**src/rtl/ctrl_pkg.sv**
```systemverilog
// Shared encodings for the SISC control unit: FSM states, opcodes and alu_op codes.
package ctrl_pkg;

  typedef enum logic [2:0] {
    S_START     = 3'd0,
    S_FETCH     = 3'd1,
    S_DECODE    = 3'd2,
    S_EXECUTE   = 3'd3,
    S_MEM       = 3'd4,
    S_WRITEBACK = 3'd5,
    S_SWP2      = 3'd6,
    S_HALT      = 3'd7
  } state_e;

  localparam logic [3:0] OPC_NOOP = 4'd0;
  localparam logic [3:0] OPC_LOD  = 4'd1;
  localparam logic [3:0] OPC_STR  = 4'd2;
  localparam logic [3:0] OPC_SWP  = 4'd3;
  localparam logic [3:0] OPC_BRA  = 4'd4;
  localparam logic [3:0] OPC_BRR  = 4'd5;
  localparam logic [3:0] OPC_BNE  = 4'd6;
  localparam logic [3:0] OPC_BNR  = 4'd7;
  localparam logic [3:0] OPC_ALU  = 4'd8;
  localparam logic [3:0] OPC_HLT  = 4'd15;

  localparam logic [1:0] ALUOP_REG     = 2'b00;
  localparam logic [1:0] ALUOP_IMM     = 2'b01;
  localparam logic [1:0] ALUOP_IDLE    = 2'b10;
  localparam logic [1:0] ALUOP_IMM_MEM = 2'b11;

endpackage

```
**src/rtl/ctrl_fsm_if.sv**
```systemverilog
// IR/status inputs and datapath strobes of the control unit; master = controller side.
interface ctrl_fsm_if #(
  parameter int OP_W = 4,
  parameter int CC_W = 4
);
  logic [OP_W-1:0] opcode;
  logic [CC_W-1:0] mm;
  logic [CC_W-1:0] stat;
  logic            mem_ready;

  logic            rf_we, wb_sel, rb_sel, br_sel;
  logic            pc_rst, pc_write, pc_sel, ir_load;
  logic [1:0]      alu_op;
  logic            dm_we, mm_sel, stat_en, halted;
  logic [2:0]      state;

  modport master (
    input  opcode, mm, stat, mem_ready,
    output rf_we, wb_sel, rb_sel, br_sel, pc_rst, pc_write, pc_sel, ir_load,
           alu_op, dm_we, mm_sel, stat_en, halted, state
  );

  modport slave (
    output opcode, mm, stat, mem_ready,
    input  rf_we, wb_sel, rb_sel, br_sel, pc_rst, pc_write, pc_sel, ir_load,
           alu_op, dm_we, mm_sel, stat_en, halted, state
  );
endinterface

```
**src/rtl/ctrl_br_eval.sv**
```systemverilog
// Branch condition evaluation: hit when any mm bit matches a set status bit.
module ctrl_br_eval
  import ctrl_pkg::*;
#(
  parameter int OP_W = 4,
  parameter int CC_W = 4
) (
  input  logic [OP_W-1:0] opcode,
  input  logic [CC_W-1:0] mm,
  input  logic [CC_W-1:0] stat,
  output logic            taken,
  output logic            is_branch,
  output logic            rel
);
  logic hit, br_pos, br_neg;

  assign hit       = |(mm & stat);
  assign br_pos    = (opcode == OP_W'(OPC_BRA)) || (opcode == OP_W'(OPC_BRR));
  assign br_neg    = (opcode == OP_W'(OPC_BNE)) || (opcode == OP_W'(OPC_BNR));
  assign is_branch = br_pos || br_neg;
  assign rel       = (opcode == OP_W'(OPC_BRR)) || (opcode == OP_W'(OPC_BNR));
  // BNE/BNR branch on the absence of a condition match
  assign taken     = (br_pos && hit) || (br_neg && !hit);
endmodule

```
**src/rtl/ctrl_fsm.sv**
```systemverilog
// SISC control unit: fetch/decode/execute/mem/writeback sequencer with memory stalls and HALT.
// CTRL_SWP_EN enables the two-cycle SWP writeback via SWP2; otherwise SWP runs as NOOP.
module ctrl_fsm
  import ctrl_pkg::*;
#(
  parameter int OP_W   = 4,
  parameter int CC_W   = 4,
  parameter int IMM_MM = 8
) (
  input  logic       clk,
  input  logic       rst,
  ctrl_fsm_if.master bus
);
  state_e state_q;

  logic is_alu, is_imm, is_lod, is_str, is_hlt, mem_op;
  logic taken, is_branch, rel;

  assign is_alu = (bus.opcode == OP_W'(OPC_ALU));
  assign is_imm = is_alu && (bus.mm == CC_W'(IMM_MM));
  assign is_lod = (bus.opcode == OP_W'(OPC_LOD));
  assign is_str = (bus.opcode == OP_W'(OPC_STR));
  assign is_hlt = (bus.opcode == OP_W'(OPC_HLT));
  assign mem_op = is_lod || is_str;

`ifdef CTRL_SWP_EN
  logic is_swp;
  assign is_swp = (bus.opcode == OP_W'(OPC_SWP));
`endif

  ctrl_br_eval #(.OP_W(OP_W), .CC_W(CC_W)) u_br_eval (
    .opcode    (bus.opcode),
    .mm        (bus.mm),
    .stat      (bus.stat),
    .taken     (taken),
    .is_branch (is_branch),
    .rel       (rel)
  );

  always_ff @(posedge clk) begin
    if (rst) begin
      state_q <= S_START;
    end else begin
      case (state_q)
        S_START:     state_q <= S_FETCH;
        S_FETCH:     if (bus.mem_ready) state_q <= S_DECODE;
        S_DECODE:    state_q <= is_hlt ? S_HALT : S_EXECUTE;
        S_EXECUTE:   state_q <= S_MEM;
        S_MEM:       if (!mem_op || bus.mem_ready) state_q <= S_WRITEBACK;
`ifdef CTRL_SWP_EN
        S_WRITEBACK: state_q <= is_swp ? S_SWP2 : S_FETCH;
        S_SWP2:      state_q <= S_FETCH;
`else
        S_WRITEBACK: state_q <= S_FETCH;
`endif
        S_HALT:      state_q <= S_HALT;
        default:     state_q <= S_START;
      endcase
    end
  end

  logic       rf_we, wb_sel, rb_sel, br_sel, pc_rst, pc_write, pc_sel, ir_load;
  logic       dm_we, mm_sel, stat_en, halted;
  logic [1:0] alu_op;

  always_comb begin
    rf_we    = 1'b0;
    wb_sel   = 1'b0;
    rb_sel   = 1'b0;
    br_sel   = 1'b0;
    pc_rst   = 1'b0;
    pc_write = 1'b0;
    pc_sel   = 1'b0;
    ir_load  = 1'b0;
    dm_we    = 1'b0;
    mm_sel   = 1'b0;
    stat_en  = 1'b0;
    halted   = 1'b0;
    alu_op   = ALUOP_IDLE;
    case (state_q)
      S_START: pc_rst = 1'b1;
      S_FETCH: if (bus.mem_ready) begin
        ir_load  = 1'b1;
        pc_write = 1'b1;
      end
      // Not-taken branches need no PC write: FETCH already advanced it
      S_DECODE: if (is_branch && taken) begin
        pc_write = 1'b1;
        pc_sel   = 1'b1;
        br_sel   = rel;
      end
      S_EXECUTE: alu_op = is_imm ? ALUOP_IMM : ALUOP_REG;
      S_MEM: begin
        alu_op = is_imm ? ALUOP_IMM_MEM : ALUOP_IDLE;
        mm_sel = mem_op;
        dm_we  = is_str;
      end
      S_WRITEBACK: begin
        rf_we   = is_alu || is_lod;
        stat_en = is_alu;
        wb_sel  = is_lod;
`ifdef CTRL_SWP_EN
        if (is_swp) begin
          rf_we  = 1'b1;
          rb_sel = 1'b1;
        end
`endif
      end
`ifdef CTRL_SWP_EN
      S_SWP2: rf_we = 1'b1;
`endif
      S_HALT: halted = 1'b1;
      default: ;
    endcase
  end

  assign bus.rf_we    = rf_we;
  assign bus.wb_sel   = wb_sel;
  assign bus.rb_sel   = rb_sel;
  assign bus.br_sel   = br_sel;
  assign bus.pc_rst   = pc_rst;
  assign bus.pc_write = pc_write;
  assign bus.pc_sel   = pc_sel;
  assign bus.ir_load  = ir_load;
  assign bus.alu_op   = alu_op;
  assign bus.dm_we    = dm_we;
  assign bus.mm_sel   = mm_sel;
  assign bus.stat_en  = stat_en;
  assign bus.halted   = halted;
  assign bus.state    = state_q;
endmodule
```
**src/flat_wrapper.sv**
```systemverilog
// flat-port wrapper written by rule: the top's interface ports become plain ports
module ctrl_fsm_flat import ctrl_pkg::*;
#(
  parameter int OP_W   = 4,
  parameter int CC_W   = 4,
  parameter int IMM_MM = 8
)
  (clk, rst, bus_opcode, bus_mm, bus_stat, bus_mem_ready, bus_rf_we, bus_wb_sel, bus_rb_sel, bus_br_sel, bus_pc_rst, bus_pc_write, bus_pc_sel, bus_ir_load, bus_alu_op, bus_dm_we, bus_mm_sel, bus_stat_en, bus_halted, bus_state);
  ctrl_fsm_if #(.OP_W(OP_W), .CC_W(CC_W)) bus_i ();
  input  logic clk;
  input  logic rst;
  input wire logic [$bits(bus_i.opcode)-1:0] bus_opcode;
  input wire logic [$bits(bus_i.mm)-1:0] bus_mm;
  input wire logic [$bits(bus_i.stat)-1:0] bus_stat;
  input wire logic [$bits(bus_i.mem_ready)-1:0] bus_mem_ready;
  output wire logic [$bits(bus_i.rf_we)-1:0] bus_rf_we;
  output wire logic [$bits(bus_i.wb_sel)-1:0] bus_wb_sel;
  output wire logic [$bits(bus_i.rb_sel)-1:0] bus_rb_sel;
  output wire logic [$bits(bus_i.br_sel)-1:0] bus_br_sel;
  output wire logic [$bits(bus_i.pc_rst)-1:0] bus_pc_rst;
  output wire logic [$bits(bus_i.pc_write)-1:0] bus_pc_write;
  output wire logic [$bits(bus_i.pc_sel)-1:0] bus_pc_sel;
  output wire logic [$bits(bus_i.ir_load)-1:0] bus_ir_load;
  output wire logic [$bits(bus_i.alu_op)-1:0] bus_alu_op;
  output wire logic [$bits(bus_i.dm_we)-1:0] bus_dm_we;
  output wire logic [$bits(bus_i.mm_sel)-1:0] bus_mm_sel;
  output wire logic [$bits(bus_i.stat_en)-1:0] bus_stat_en;
  output wire logic [$bits(bus_i.halted)-1:0] bus_halted;
  output wire logic [$bits(bus_i.state)-1:0] bus_state;
  assign bus_i.opcode = bus_opcode;
  assign bus_i.mm = bus_mm;
  assign bus_i.stat = bus_stat;
  assign bus_i.mem_ready = bus_mem_ready;
  assign bus_rf_we = bus_i.rf_we;
  assign bus_wb_sel = bus_i.wb_sel;
  assign bus_rb_sel = bus_i.rb_sel;
  assign bus_br_sel = bus_i.br_sel;
  assign bus_pc_rst = bus_i.pc_rst;
  assign bus_pc_write = bus_i.pc_write;
  assign bus_pc_sel = bus_i.pc_sel;
  assign bus_ir_load = bus_i.ir_load;
  assign bus_alu_op = bus_i.alu_op;
  assign bus_dm_we = bus_i.dm_we;
  assign bus_mm_sel = bus_i.mm_sel;
  assign bus_stat_en = bus_i.stat_en;
  assign bus_halted = bus_i.halted;
  assign bus_state = bus_i.state;
  ctrl_fsm #(.OP_W(OP_W), .CC_W(CC_W), .IMM_MM(IMM_MM)) u_core (.clk(clk), .rst(rst), .bus(bus_i));
endmodule
```
**config.mk**
```make
export PLATFORM = sky130hd
export DESIGN_NAME = ctrl_fsm_flat
export DESIGN_NICKNAME = d
export VERILOG_FILES = /design/src/rtl/ctrl_pkg.sv /design/src/rtl/ctrl_fsm_if.sv /design/src/rtl/ctrl_br_eval.sv /design/src/rtl/ctrl_fsm.sv /design/src/flat_wrapper.sv
export SDC_FILE = /design/constraint.sdc
export NUM_CORES = 1
export LEC_CHECK = 0
export BUFFER_PORTS_ARGS = -buffer_cell sky130_fd_sc_hd__buf_4
export CAP_MARGIN = 20
export CORE_AREA = 4 4 41 43
export CTS_CLUSTER_SIZE = 20
export DETAILED_ROUTE_END_ITERATION = 7
export DIE_AREA = 0 0 45 47
export GPL_TIMING_DRIVEN = 0
export HOLD_SLACK_MARGIN = 0.15
export PLACE_DENSITY = 0.6
export SYNTH_ARGS = -nofsm -noshare
export SYNTH_HDL_FRONTEND = slang
export SYNTH_SLANG_ARGS = --single-unit
```
**constraint.sdc**
```tcl
create_clock -name clk -period 1.1 [get_ports clk]
set_input_delay 0.055 -clock clk [delete_from_list [all_inputs] [get_ports clk]]
set_output_delay 0.055 -clock clk [all_outputs]
set_load 0.01 [all_outputs]
```
Word level (Yosys, flattened, before mapping)

Cells that the tools add are included.

Latch bits: 0
Memories kept: 0
Bits of input ports: 15
Bits in writable memories: 0
Register bits after elaboration: 3
Logic and storage cells: 58
Bits in read-only memories: 0

Bitwise gates (word level): 1
Multiply operators: 0
Eq/ne operators: 17
Shift operators: 0
$lt $le $gt $ge: 0
Divide/modulo/power cells: 0
Reductions and logical operators: 18
Multiplexer cells: 21
Add/sub/neg operators: 0

Operators by type and width:

| kind                 | count |
|---|---|
| $pmux W3 S6          | 1 |
| $eq A4 B3 Y1 const B | 4 |
| $mux W1              | 15 |
| $eq A4 B4 Y1 const B | 3 |
| $eq A3 B3 Y1 const B | 3 |
| $mux W3              | 3 |
| $logic_or A1 B1 Y1   | 8 |
| $eq A3 B2 Y1 const B | 2 |
| $and A4 B4 Y4        | 1 |
| $eq A4 B1 Y1 const B | 1 |
| $eq A4 B2 Y1 const B | 1 |
| $logic_and A1 B1 Y1  | 4 |
| $pmux W2 S2          | 1 |
| $reduce_or A4 Y1     | 1 |
| $eq A3 B1 Y1 const B | 1 |
| $logic_not A3 Y1     | 1 |
| $logic_not A1 Y1     | 2 |
| $ne A2 B1 Y1 const B | 1 |
| $ne A2 B2 Y1 const B | 1 |
| $pmux W1 S2          | 1 |
| $reduce_and A2 Y1    | 1 |
| $reduce_or A2 Y1     | 1 |

Longest topological paths before layout

Depth after elaboration: 8
Mapped depth: 5

Hierarchy

A second synthesis with hierarchy kept.

Cells, all modules: 54
Area total of the unflattened synthesis: 382.9 um^2

Modules (own cells, without submodules):

| module       | times used | cells an instance | area each (um^2) | seq. area each (um^2) |
|---|---|---|---|---|
| ctrl_fsm     | 1          | 47                | 329.1            | 60.1 |
| ctrl_br_eval | 1          | 7                 | 53.8             | 0.0 |

Least setup slack after synthesis

OpenSTA, ideal clock, no wires.

Path kind: register to output
Start point: register u_core.state_q[1], in the netlist u_core.bus.state[1]
End point: output bus_br_sel
Arrival time: 1.292 ns
Data required time: 1.045 ns
Setup slack: -0.247 ns
Cell stages (with the launch flop): 4
Cell sequence: dfxtp_1 -> or3b_4 -> nor4b_4 -> and2_1

Longest elaborated chain between the ends: 2

Ends and longest elaborated chain:

| element                | line               | source |
|---|---|---|
| from (decl)            | ctrl_fsm.sv:14     | `state_e state_q;` |
| from (signal assigned) | ctrl_fsm.sv:47     | `S_DECODE: state_q <= is_hlt ? S_HALT : S_EXECUTE;` |
| $eq A3 B2 Y1           | ctrl_fsm.sv:80     | `case (state_q)` |
| $mux W1                | ctrl_fsm.sv:80     |  |
| to (decl)              | flat_wrapper.sv:19 | `output wire logic [$bits(bus_i.br_sel)-1:0] bus_br_sel;` |

No other way between the ends.

Final worst setup path

Ends and elaborated chain as after synthesis.

==> summary.txt <==
Run
  • Max Cap Viol: 0

Drt
  • Drt via density: 5.27
  • Iteration-0 DRC Markers: 9
  • Antenna Nets Post-Route: 0
  • WL per Instance: 17.4 µm
  • Routed Wire Length: 2.07 mm
  • Residual DRC: 0
  • DRT Pass-1 Iters: 4
  • Routed vias: 627

Cells and area
  • Syn-to-layout area delta: 167%
  • Fin nets: 120
  • Share of post-route cells with drive strength above 1: 0.712
  • Finished Cell Area: 998 µm²
  • Diodes inserted: 0
  • Filler cell count: 99
  • Largest register FFs: 3

Global route
  • Vias in the first global route: 592
  • Initial antenna violation count: 0
  • First-pass GRT wire length: 2.73 mm
  • M3 GR Usage: 0.0460
  • Met2 Usage GRT: 0.336
  • GRT busiest layer: met2
  • GRT Total Usage: 0.174
  • Largest net degree at the start of global routing: 11
  • GR Util met1: 0.190
  • Total grt overflow: 0

Pwr
  • Peak VDD IR: 0.000588 V
  • Int Pwr: 0.485 mW
  • Sequential fraction of design power: 0.173
  • Power share of the clock group: 0.273
  • Leak: 0.445 nW
  • Switching fraction of total power: 0.347
  • Power per cell area: 744 nW/µm²
  • Logic pwr share: 0.554
  • Sw Pwr: 0.258 mW

Yosys
  • EDFF count, synth: 0
  • Syn nets: 70
  • Synthesis-stage register bit count: 3
  • Synth Area in XOR/XNOR: 0.0468
  • Synth Area in Compound Gates: 0.154
  • Simple-gate portion of the synthesized area: 0.518
  • Synth Flop Type: dfxtp_1
  • Post-synthesis mux area share: 0.0268
  • Sequential area share after synthesis: 0.161
  • Largest family of logic cells by synthesized area: simple AND/OR/NAND/NOR gates
  • Mapped Avg Cell Area: 6.80 µm²
  • Post-Synth Adder-Cell Area: 0
  • Synthesis Warnings: 0
  • Gate Count Post-Synth: 55
  • Post-synth ARST share: 0
  • Synthesized cell area: 374 µm²
  • Yosys cell types: 29

Clock tree
  • Clock root buffer: clkbuf_4
  • Clk buf depth: 2
  • CTS Sinks: 3
  • Worst skew pair latency: 240 ps
  • TritonCTS clock tree: yes
  • Worst-path clk slew: 40 ps
  • Total CTS buffers: 3
  • H-tree depth: 1

Timing
  • Final Worst Setup Slack: -431 ps
  • Aggregate negative setup slack: -4740 ps
  • Min Hold Slack: 303 ps
  • Count of pins over their slew limit: 0
  • Clock skew: 4.24 ps
  • Final setup vio count: 17
  • Max Clk Rate: 653 MHz
  • Final Cycle Share: 1.39
  • RSZ-0062 raised after global routing: true
  • Final hold violation count: 0
  • Crit path time final: 1530 ps

Place
  • Port Buffers: 29
  • Post-DP Area: 639 µm²
  • Dpl hpwl: 1.03 mm
  • GP Congestion: 0.689
  • Setup Slack @ Placement: -209 ps

Die
  • Die area: 2120 µm²
  • Die X: 45 µm
  • CORE AREA: 1300 µm²
  • Num rows: 13
  • Die height: 47 µm
  • Starting Density: 0.288
  • Ports: 32

Min path
  • Type of the most critical hold path: in -> reg
  • Hold EP: u_core.bus.state[0]
  • Worst hold path startpoint: bus_mem_ready
  • Hold Crit Depth: 4

Critical path
  • Crit path required time: 1040 ps
  • R2R Path Start: u_core.bus.state[1]
  • Reg2Reg Setup Slack: -250 ps
  • Critical-path maximum fanout: 3
  • CP Data Arrival Time: 1480 ps
  • Nature of the critical path endpoint: output port
  • CP startpoint kind: flip-flop
  • Worst reg2reg path depth: 7
  • Reg-to-Reg End: u_core.bus.state[0]
  • WS Path Type: reg -> out

Outcome
  • Violated checks: negative setup slack
  • Outcome: finished, violations left
[routing by layer]
metal / vias to the layer above / share of wire
li1: 290 / -
met1: 297 / 0.37
met2: 36 / 0.53
met3: 4 / 0.086
met4: 0 / 0.013
met5: - / 0
[worst max path at each step]
stage	from	slack, ps	depth (start not counted)	end
after floorplan	u_core.bus.state[1]	-200	3	bus_br_sel
after global placement	u_core.bus.state[1]	-210	4	bus_br_sel
after detailed placement	u_core.bus.state[1]	-210	4	bus_br_sel
after CTS	u_core.bus.state[0]	-420	4	bus_br_sel
after global routing	u_core.bus.state[1]	-530	4	bus_br_sel
final	u_core.bus.state[1]	-430	4	bus_br_sel
[power by group through the flow]
stage | logic (mW) | registers (mW) | clock network (mW)
5_1_grt | 0.435 | 0.129 | 0.211
3_3_place_gp | 0.212 | 0.129 | 0
2_1_floorplan | 0.109 | 0.132 | 0
6_report | 0.412 | 0.128 | 0.203
4_1_cts | 0.344 | 0.126 | 0.195
3_5_place_dp | 0.212 | 0.129 | 0
[per-stage QoR]
stage          cells  utilization  power [mW]
2_1_floorplan     55            -       0.241
5_1_grt          119        0.767       0.774
3_5_place_dp      99        0.491       0.342
4_1_cts          117        0.697       0.664
6_report         119        0.767       0.743
3_3_place_gp      99        0.491       0.341
[final cells by class]
class	instances	area, µm²	share of cell area
timing repair buffer	46	427	0.427
buffer	4	50.0	0.0501
clock buffer	4	26.3	0.0263
tap	15	18.8	0.0188
sequential	3	63.8	0.0639
multi-input combinational	45	405	0.406
inverter	2	7.51	0.00752
[synthesized netlist by cell type, drive strengths merged, types with 2 or more instances]
cell type | n | area share
nor4b | 4 | 0.13
buf | 2 | 0.033
nor3 | 3 | 0.040
a211oi | 2 | 0.040
a31oi | 2 | 0.033
inv | 2 | 0.020
nor2 | 7 | 0.070
nand3 | 2 | 0.027
dfxtp | 3 | 0.16
or2 | 2 | 0.033
nand2 | 7 | 0.070
a21oi | 2 | 0.027
a22oi | 2 | 0.040
clkbuf | 3 | 0.030
[cell families after synthesis]
logic type      count (synthesis)
xor+xnor                        2
simple gates                   32
mux                             1
flops                           3
buf+inv                         7
compound gates                  9
other cells                     1
[timing repair]
| action | 4_1_cts | 5_1_grt |
|---|---|---|
| setup endpoints to repair | 16 | 16 |
| endpoints found under the hold margin | 3 | 0 |
| setup buffers | 14 | 8 |
| resized for setup | 34 | 23 |
| pin swaps | 12 | 11 |
| hold buffers | 1 | 0 |
[cell usage in the layout, fill, tap and decap left out, drive strengths merged]
| cell type | synthesis | routed |
|---|---|---|
| conb | 1 | 1 |
| o21ai | 1 | 1 |
| or3b | 1 | 1 |
| nor3 | 3 | 3 |
| xor2 | 1 | 1 |
| mux2i | 1 | 1 |
| nand2 | 7 | 7 |
| or2 | 2 | 2 |
| buf | 2 | 46 |
| xnor2 | 1 | 1 |
| clkbuf | 3 | 7 |
| inv | 2 | 2 |
| dlygate4sd3 | 0 | 1 |
| nand3 | 2 | 2 |
| and4b | 1 | 1 |
| a211oi | 2 | 2 |
| a21oi | 2 | 2 |
| and2 | 1 | 1 |
| nor2 | 7 | 7 |
| nor4 | 1 | 1 |
| nor4b | 4 | 4 |
| and3 | 1 | 1 |
| dfxtp | 3 | 3 |
| a22oi | 2 | 2 |
| nand3b | 1 | 1 |
| a31oi | 2 | 2 |
| nand2b | 1 | 1 |
[worst max-delay path, stage by stage (launching register included)]
cell	delay (ps)
dfxtp_2	330
or3b_4	390
nor4b_4	240
and2_4	180
buf_6	90
(Power assumes the default switching activity.)
